**src/rtl/note_sequencer.sv**
```systemverilog
// note_sequencer: records up to DEPTH {octave,note} entries and replays them
// at a fixed tempo to the note draw stage; passes live switches through in idle.
// Ports: clk, reset (async, active-high); note_sw/octave_sw entry switches;
//   ld_note/ld_play/stop/clear level requests; note/octave/disp_ld_note/
//   disp_ld_play to the draw stage; playing, count, rec_reject status.
// Build option: define LOOP_PLAY_EN to repeat playback until stop/clear/reset.
module note_sequencer #(
  parameter int DEPTH      = 16,
  parameter int ADDR_W     = 4,
  parameter int NOTE_TICKS = 25_000_000,
  parameter int TICK_W     = 25
) (
  input  logic              clk,
  input  logic              reset,
  input  logic [3:0]        note_sw,
  input  logic [1:0]        octave_sw,
  input  logic              ld_note,
  input  logic              ld_play,
  input  logic              stop,
  input  logic              clear,
  output logic [3:0]        note,
  output logic [1:0]        octave,
  output logic              disp_ld_note,
  output logic              disp_ld_play,
  output logic              playing,
  output logic [ADDR_W:0]   count,
  output logic              rec_reject
);

  typedef enum logic [1:0] {
    S_IDLE,
    S_PLAY_RD,
    S_PLAY_SHOW,
    S_PLAY_HOLD
  } state_t;

  localparam logic [ADDR_W:0]   LP_DEPTH = (ADDR_W+1)'(DEPTH);
  localparam logic [ADDR_W:0]   LP_ONE   = (ADDR_W+1)'(1);
  localparam logic [TICK_W-1:0] LP_TICK  = TICK_W'(NOTE_TICKS - 1);

  state_t r_state, w_state_nxt;

  logic              r_ld_note_q, r_ld_play_q;
  logic [5:0]        r_mem [DEPTH];
  logic [5:0]        r_rd;
  logic [ADDR_W-1:0] r_idx;
  logic [ADDR_W:0]   r_count;
  logic [TICK_W-1:0] r_tick;
  logic [3:0]        r_note;
  logic [1:0]        r_octave;
  logic              r_disp_ld_note, r_disp_ld_play, r_rec_reject;

  logic w_ev_note, w_ev_play, w_last;
  logic w_wr, w_rej, w_start, w_show, w_adv;

  assign w_ev_note = ld_note & ~r_ld_note_q;
  assign w_ev_play = ld_play & ~r_ld_play_q;
  assign w_last    = ({1'b0, r_idx} == (r_count - LP_ONE));

  always_ff @(posedge clk or posedge reset) begin
    if (reset) r_state <= S_IDLE;
    else       r_state <= w_state_nxt;
  end

  // clear beats stop beats play beats record
  always_comb begin
    w_state_nxt = r_state;
    w_wr        = 1'b0;
    w_rej       = 1'b0;
    w_start     = 1'b0;
    w_show      = 1'b0;
    w_adv       = 1'b0;
    if (clear) begin
      w_state_nxt = S_IDLE;
    end else if (stop && r_state != S_IDLE) begin
      w_state_nxt = S_IDLE;
    end else begin
      unique case (r_state)
        S_IDLE: begin
          if (w_ev_play && r_count != '0) begin
            w_start     = 1'b1;
            w_state_nxt = S_PLAY_RD;
          end else if (w_ev_note) begin
            if (r_count < LP_DEPTH && note_sw <= 4'd12) w_wr  = 1'b1;
            else                                        w_rej = 1'b1;
          end
        end
        S_PLAY_RD: w_state_nxt = S_PLAY_SHOW;
        S_PLAY_SHOW: begin
          w_show      = 1'b1;
          w_state_nxt = S_PLAY_HOLD;
        end
        S_PLAY_HOLD: begin
          if (r_tick == '0) begin
            if (w_last) begin
`ifdef LOOP_PLAY_EN
              w_start     = 1'b1;
              w_state_nxt = S_PLAY_RD;
`else
              w_state_nxt = S_IDLE;
`endif
            end else begin
              w_adv       = 1'b1;
              w_state_nxt = S_PLAY_RD;
            end
          end
        end
        default: w_state_nxt = S_IDLE;
      endcase
    end
  end

  // recording memory is not reset; the read register follows idx every cycle
  always_ff @(posedge clk) begin
    if (w_wr) r_mem[r_count[ADDR_W-1:0]] <= {octave_sw, note_sw};
    r_rd <= r_mem[r_idx];
  end

  always_ff @(posedge clk or posedge reset) begin
    if (reset) begin
      r_ld_note_q    <= 1'b0;
      r_ld_play_q    <= 1'b0;
      r_idx          <= '0;
      r_count        <= '0;
      r_tick         <= '0;
      r_note         <= '0;
      r_octave       <= '0;
      r_disp_ld_note <= 1'b0;
      r_disp_ld_play <= 1'b0;
      r_rec_reject   <= 1'b0;
    end else begin
      r_ld_note_q    <= ld_note;
      r_ld_play_q    <= ld_play;
      r_rec_reject   <= w_rej;
      r_disp_ld_play <= w_show;
      if (clear) begin
        r_count <= '0;
        r_idx   <= '0;
      end else begin
        if (w_wr)         r_count <= r_count + LP_ONE;
        if (w_start)      r_idx   <= '0;
        else if (w_adv)   r_idx   <= r_idx + ADDR_W'(1);
      end
      if (w_show)
        r_tick <= LP_TICK;
      else if (r_state == S_PLAY_HOLD && r_tick != '0)
        r_tick <= r_tick - TICK_W'(1);
      if (r_state == S_IDLE) begin
        r_note         <= note_sw;
        r_octave       <= octave_sw;
        r_disp_ld_note <= ld_note;
      end else begin
        r_disp_ld_note <= 1'b0;
        if (w_show) {r_octave, r_note} <= r_rd;
      end
    end
  end

  assign note         = r_note;
  assign octave       = r_octave;
  assign disp_ld_note = r_disp_ld_note;
  assign disp_ld_play = r_disp_ld_play;
  assign playing      = (r_state != S_IDLE);
  assign count        = r_count;
  assign rec_reject   = r_rec_reject;

endmodule

```
**config.mk**
```make
export PLATFORM = sky130hd
export DESIGN_NAME = note_sequencer
export DESIGN_NICKNAME = d
export VERILOG_FILES = /design/src/rtl/note_sequencer.sv
export SDC_FILE = /design/constraint.sdc
export NUM_CORES = 1
export LEC_CHECK = 0
export ABC_AREA = 1
export CAP_MARGIN = 20
export CORE_MARGIN = 2
export CORE_UTILIZATION = 45
export CTS_CLUSTER_SIZE = 24
export DETAILED_ROUTE_END_ITERATION = 10
export MAX_ROUTING_LAYER = met4
export PLACE_DENSITY = 0.67
export REMOVE_ABC_BUFFERS = 1
export SETUP_SLACK_MARGIN = 0.05
export SLEW_MARGIN = 5
export SYNTH_ARGS = -nofsm -noshare
export SYNTH_HDL_FRONTEND = slang
export SYNTH_SLANG_ARGS = --single-unit
```
**constraint.sdc**
```tcl
create_clock -name clk -period 2.7 [get_ports clk]
set_input_delay 0.54 -clock clk [delete_from_list [all_inputs] [get_ports clk]]
set_output_delay 0.54 -clock clk [all_outputs]
set_load 0.05 [all_outputs]
```
# Word-level counts from Yosys, hierarchy flattened
# Memories as Yosys holds them, arrays and structs flattened. A register that Yosys moved wholly into a read port is not among the register bits.
# Cells that the tools add are included.
# word_totals
regBits,47
ram_bits,96
in_bits,12
output_inout_bits,15
wordCells,86
mem_count,1
# classes
addsub,4
magnitude_cmp,2
eq_ne,6
muxes,44
bitwise,4
reduce_logical,14
# mem_list
memory,words,width,rd,rd_clocked_by_memory_dff,wr,line,rtl
r_mem,16,6,1,1,1,44,logic [5:0] r_mem [DEPTH];
# op_table
operator,n
two-way mux 25 bit,2
two-way mux 1 bit,28
logical NOT 25 bit,1
nonzero test 25 bit,1
subtractor 25 x 1 -> 25 bit (second input constant),1
two-way mux 4 bit,5
two-way mux 2 bit,6
two-way mux 5 bit,2
inequality test 4 bit (second input constant),2
one-hot mux 2 bit (4 select lines),1
nonzero test 2 bit,4
adder 5 x 1 -> 5 bit (second input constant),1
equality test 4 x 5 -> 1 bit,1
less-than comparator 5 bit (second input constant),1
nonzero test 5 bit,1
subtractor 5 x 1 -> 5 bit (second input constant),1
adder 4 x 1 -> 4 bit (second input constant),1
equality test 2 bit (second input constant),2
<= comparator 4 bit (second input constant),1
logical AND 1 bit,4
nonzero test 3 bit,1
AND 1 bit,2
equality test 2 x 1 -> 1 bit (second input constant),1
logical NOT 2 bit,1
other kinds (2),3

# Logic depth before layout (Yosys ltp)
# logic_depth
word_depth,10
mapped_depth,14
depth_no_buf,13

# Worst setup path after synthesis
# OpenSTA, ideal clock, no wires.
# synth_path
kind,reg-to-reg
startpoint,register r_count[0] (netlist: count[0])
endpoint,"memory r_mem[4][0], enable pin"
setup_ps,350
arrival_ps,2000
required_ps,2350
setup_slack_ps,350
stages_incl_launch_ff,11
path_buffers,0
period_less_slack_ps,2350
cell_sequence,dfrtp_1 > inv_1 > ha_1 > nand3_1 > nand2_1 > inv_2 > nor2_8 > nand4_4 > inv_2 > nand2_1 > nor2_1
# synth_via
elab_chain_cells,10
elab_cells_between_ends,12
classes_between,1 x order compare; 8 x mux; 3 x reduce/logical
# synth_lines
element,line,rtl
from (decl),47,logic [ADDR_W:0] r_count;
from (signal assigned),140,if (w_wr) r_count <= r_count + LP_ONE;
less-than comparator 5 bit,84,if (r_count < LP_DEPTH && note_sw <= 4'd12) w_wr = 1'b1;
logical AND 1 bit,84,
two-way mux 1 bit,84,
two-way mux 1 bit,83,end else if (w_ev_note) begin
two-way mux 1 bit,80,if (w_ev_play && r_count != '0) begin
two-way mux 1 bit,78,unique case (r_state)
two-way mux 1 bit,75,end else if (stop && r_state != S_IDLE) begin
two-way mux 1 bit,73,if (clear) begin
two-way mux 1 bit,115,"if (w_wr) r_mem[r_count[ADDR_W-1:0]] <= {octave_sw, note_sw};"
two-way mux 1 bit (implied by the code),115,
to (decl),44,
# Parallel ways exist; a longest one is shown, timed or not.

# Final worst setup path
# layout_path
startpoint,register r_count[3] (netlist: count[3])
endpoint,output port count[3]
# layout_rtl
element,line,rtl
to (decl),26,"output logic [ADDR_W:0] count,"
# No word-level cell between the ends.

==> run summary <==
first-pass GRT wire length: 26900 um
Max stage delay on crit path: 880 ps
required time at the endpoint of the critical path: 2160 ps
insertion delay to the later sink of the worst-skew pair: 430 ps
post-synthesis sequential area ratio: 60.4%
setup TNS after final layout: 0 ps
total via count after detailed routing: 5257
largest net degree at the start of global routing: 53
vias in the first global route: 5106
Final Worst Setup Slack: 277 ps
startpoint class of the critical path: register
worst-case setup slack after placement: 10.1 ps
boundary pin count: 27
post-layout min period: 2420 ps
number of warning messages in the yosys log: 0
Via-to-Cell Ratio: 5.57
buffers and inverters on the worst path: 1
final setup violation count: 0
unrepaired setup endpoints after global routing: false
detailed-routing iteration count for the pre-antenna-repair pass: 5
actual transition at the worst max-transition pin: 780 ps
number of antenna diodes: 0
horizontal extent of the die: 128 um
post-synthesis area per instance: 10.0 um2
sum of routed wire length over all layers: 16900 um
Synth cell types: 39
netlist area before placement: 0.00692 mm2
library cell contributing the largest single delay on the critical path: clkdlybuf4s50_1
number of antenna violations at the first check in global routing: 0
#FFs+latches synth: 149
category of cells accounting for the largest share of critical-path delay: buffers and inverters
CTS resizes: 0
layout cell share with drive strength beyond 1: 13.4%
area leader, netlist: edfxtp_1
per-cell routed wire length: 17.9 um
cell area after placement: 0.00753 mm2
Final Non-Filler Cells: 944
number of buffers on the longest clock path: 2
Clock transition at path regs: 70 ps
RePlAce Congestion: 0.934
Clock H-tree levels: 4
root cell of the clock tree: clkbuf_16
ratio of total power to cell area: 691 mW/mm2
final std cell area, no fill: 0.00810 mm2
DIE AREA: 0.0164 mm2
DRC violations left: 0
element type at the critical path end: output pin
arrival time reported for the critical path endpoint: 1880 ps
number of input and output port buffers inserted: 26
final hold viol count: 0
detailed router's first-iteration violation count: 505
worst hold-check slack: 371 ps
cts hold-fix bufs: 0
path category of the worst min-delay check: in2async
Critical Path Fanout Max: 8
Detail Route Antenna Nets: 0
Primary FF master, synth: edfxtp_1
CP cell instances: clkdlybuf4s50_1
clock buffer count from CTS: 17
Sink Count: 149
initial cell density of the core: 45.7%
cell count after placement: 912
Detail Placement HPWL: 11600 um
share of flip-flops with an asynchronous set or reset: 31.5%
worst vdd rail ir drop: 0.474 mV
final setup skew: 6.48 ps
Floorplan Core Area: 0.0151 mm2
count of maximum capacitance violations: 0
remaining global-route overflow: 0
portion of the clock cycle consumed by the worst path in the final layout: 89.7%
buffer count from post-CTS setup fixing: 0
Yosys top cell area share: 41.6%
most area-consuming cells after synthesis: edfxtp_1 (42%), dfrtp_1 (17%), nor2_1 (6.3%)
Peak Freq: 413 MHz
number of cell rows: 45
number of synthesized flops with an enable pin: 96
max_slew headroom: 48.0%
Post-Route Utilization: 53.5%
Final Max Slew Viols: 0
nets@finish: 766
overall fraction of global-route tracks in use: 22.5%
run status: finished clean
growth of design area from synthesis to finish: 17.0%
overall die height: 128 um
Post-Syn Instances: 691
CTS tree: built
leakage power: 3.17 nW
startpoint-to-endpoint class of the critical path: reg2out
total power after layout: 5.60 mW
[synthesized netlist by cell type (4+ instances only)]
cell / count
nand2_2: 5
ha_1: 11
o22ai_1: 6
inv_1: 46
nand3b_1: 4
nor2_4: 8
nor2_2: 5
nand4_1: 12
buf_2: 12
dfrtp_1: 47
o21ai_0: 66
nand3_1: 51
inv_2: 4
nor2_1: 116
a21oi_1: 9
o221ai_1: 19
o211ai_1: 5
nand2_1: 113
xor2_1: 6
clkbuf_1: 10
edfxtp_1: 96
o21ai_1: 10
dfxtp_1: 6
[cell usage in the layout (no fill, tap or decap), types with 2 or more instances in the layout]
cell	instances
nand4_1	12
clkdlybuf4s50_1	25
nand2_1	113
a21oi_1	9
xor2_1	6
inv_2	5
buf_4	35
nand3b_1	4
nor2_4	8
o21ai_0	66
nand2_2	5
xnor2_1	3
nor2_2	5
o21ai_1	10
edfxtp_1	96
o211ai_1	5
o221ai_1	19
nand2_4	2
ha_1	11
o22ai_1	6
clkinv_4	5
inv_6	7
dfxtp_1	6
nor2_1	116
inv_1	45
clkbuf_16	17
inv_4	2
nor3_1	3
nand3_1	51
dfrtp_1	47
[final cells by class]
| type | count | area, um2 |
|---|---|---|
| clock inverters | 14 | 140 |
| well taps | 188 | 235 |
| repair buffers | 60 | 513 |
| multi-input cells | 462 | 2400 |
| fillers | 1312 | 7040 |
| flip-flops and latches | 149 | 4180 |
| inverters | 53 | 204 |
| clock buffers | 18 | 429 |
[metal layers]
layer	wire length [um]	track usage, %	vias up
li1	-	-	2494
met3	1120	4.76	32
met1	7320	28.8	2523
met4	399	8.47	0
met5	0	-	-
met2	8050	35.5	208
[logic make-up (layout without fill, tap and decap cells)]
family	after synthesis	in the layout	synth area share (%)
adder cells (fa/ha/maj)	11	11	1.99
AO/OA/AOI/OAI	117	117	9.94
buffers and inverters	80	145	4.95
XOR/XNOR	9	9	1.14
AND/OR/NAND/NOR	325	325	21.6
flip-flops	149	149	60.4
[power breakdown]
group          total, mW  leakage, nW  internal, mW  switching, mW
clock network       2.28        0.281          1.29          0.988
registers           2.58         1.48          2.52         0.0556
logic              0.746         1.40         0.227          0.518
[registers in the layout, summed over array words and instances, names as in the netlist]
signal and flops:
r_mem 96, disp_ld_play 1, r_rd 6, r_tick 25, r_ld_play_q 1, rec_reject 1, r_ld_note_q 1, note 4
r_idx 4, count 5, r_state 2, octave 2, disp_ld_note 1
[worst paths after layout]
path	startpoint	to	slack, ps	depth (start not counted)
setup / recovery	count[3]	count[3]	280	1
hold / removal	reset	r_idx[3]	370	2
setup reg to reg	count[1]	r_mem[8][2]	310	11
hold reg to reg	r_rd[2]	note[2]	470	2
max in group asynchronous	reset	disp_ld_play	1770	3
min in group clk	r_rd[2]	note[2]	470	2
Note: power is estimated with default switching activity, not from simulation.
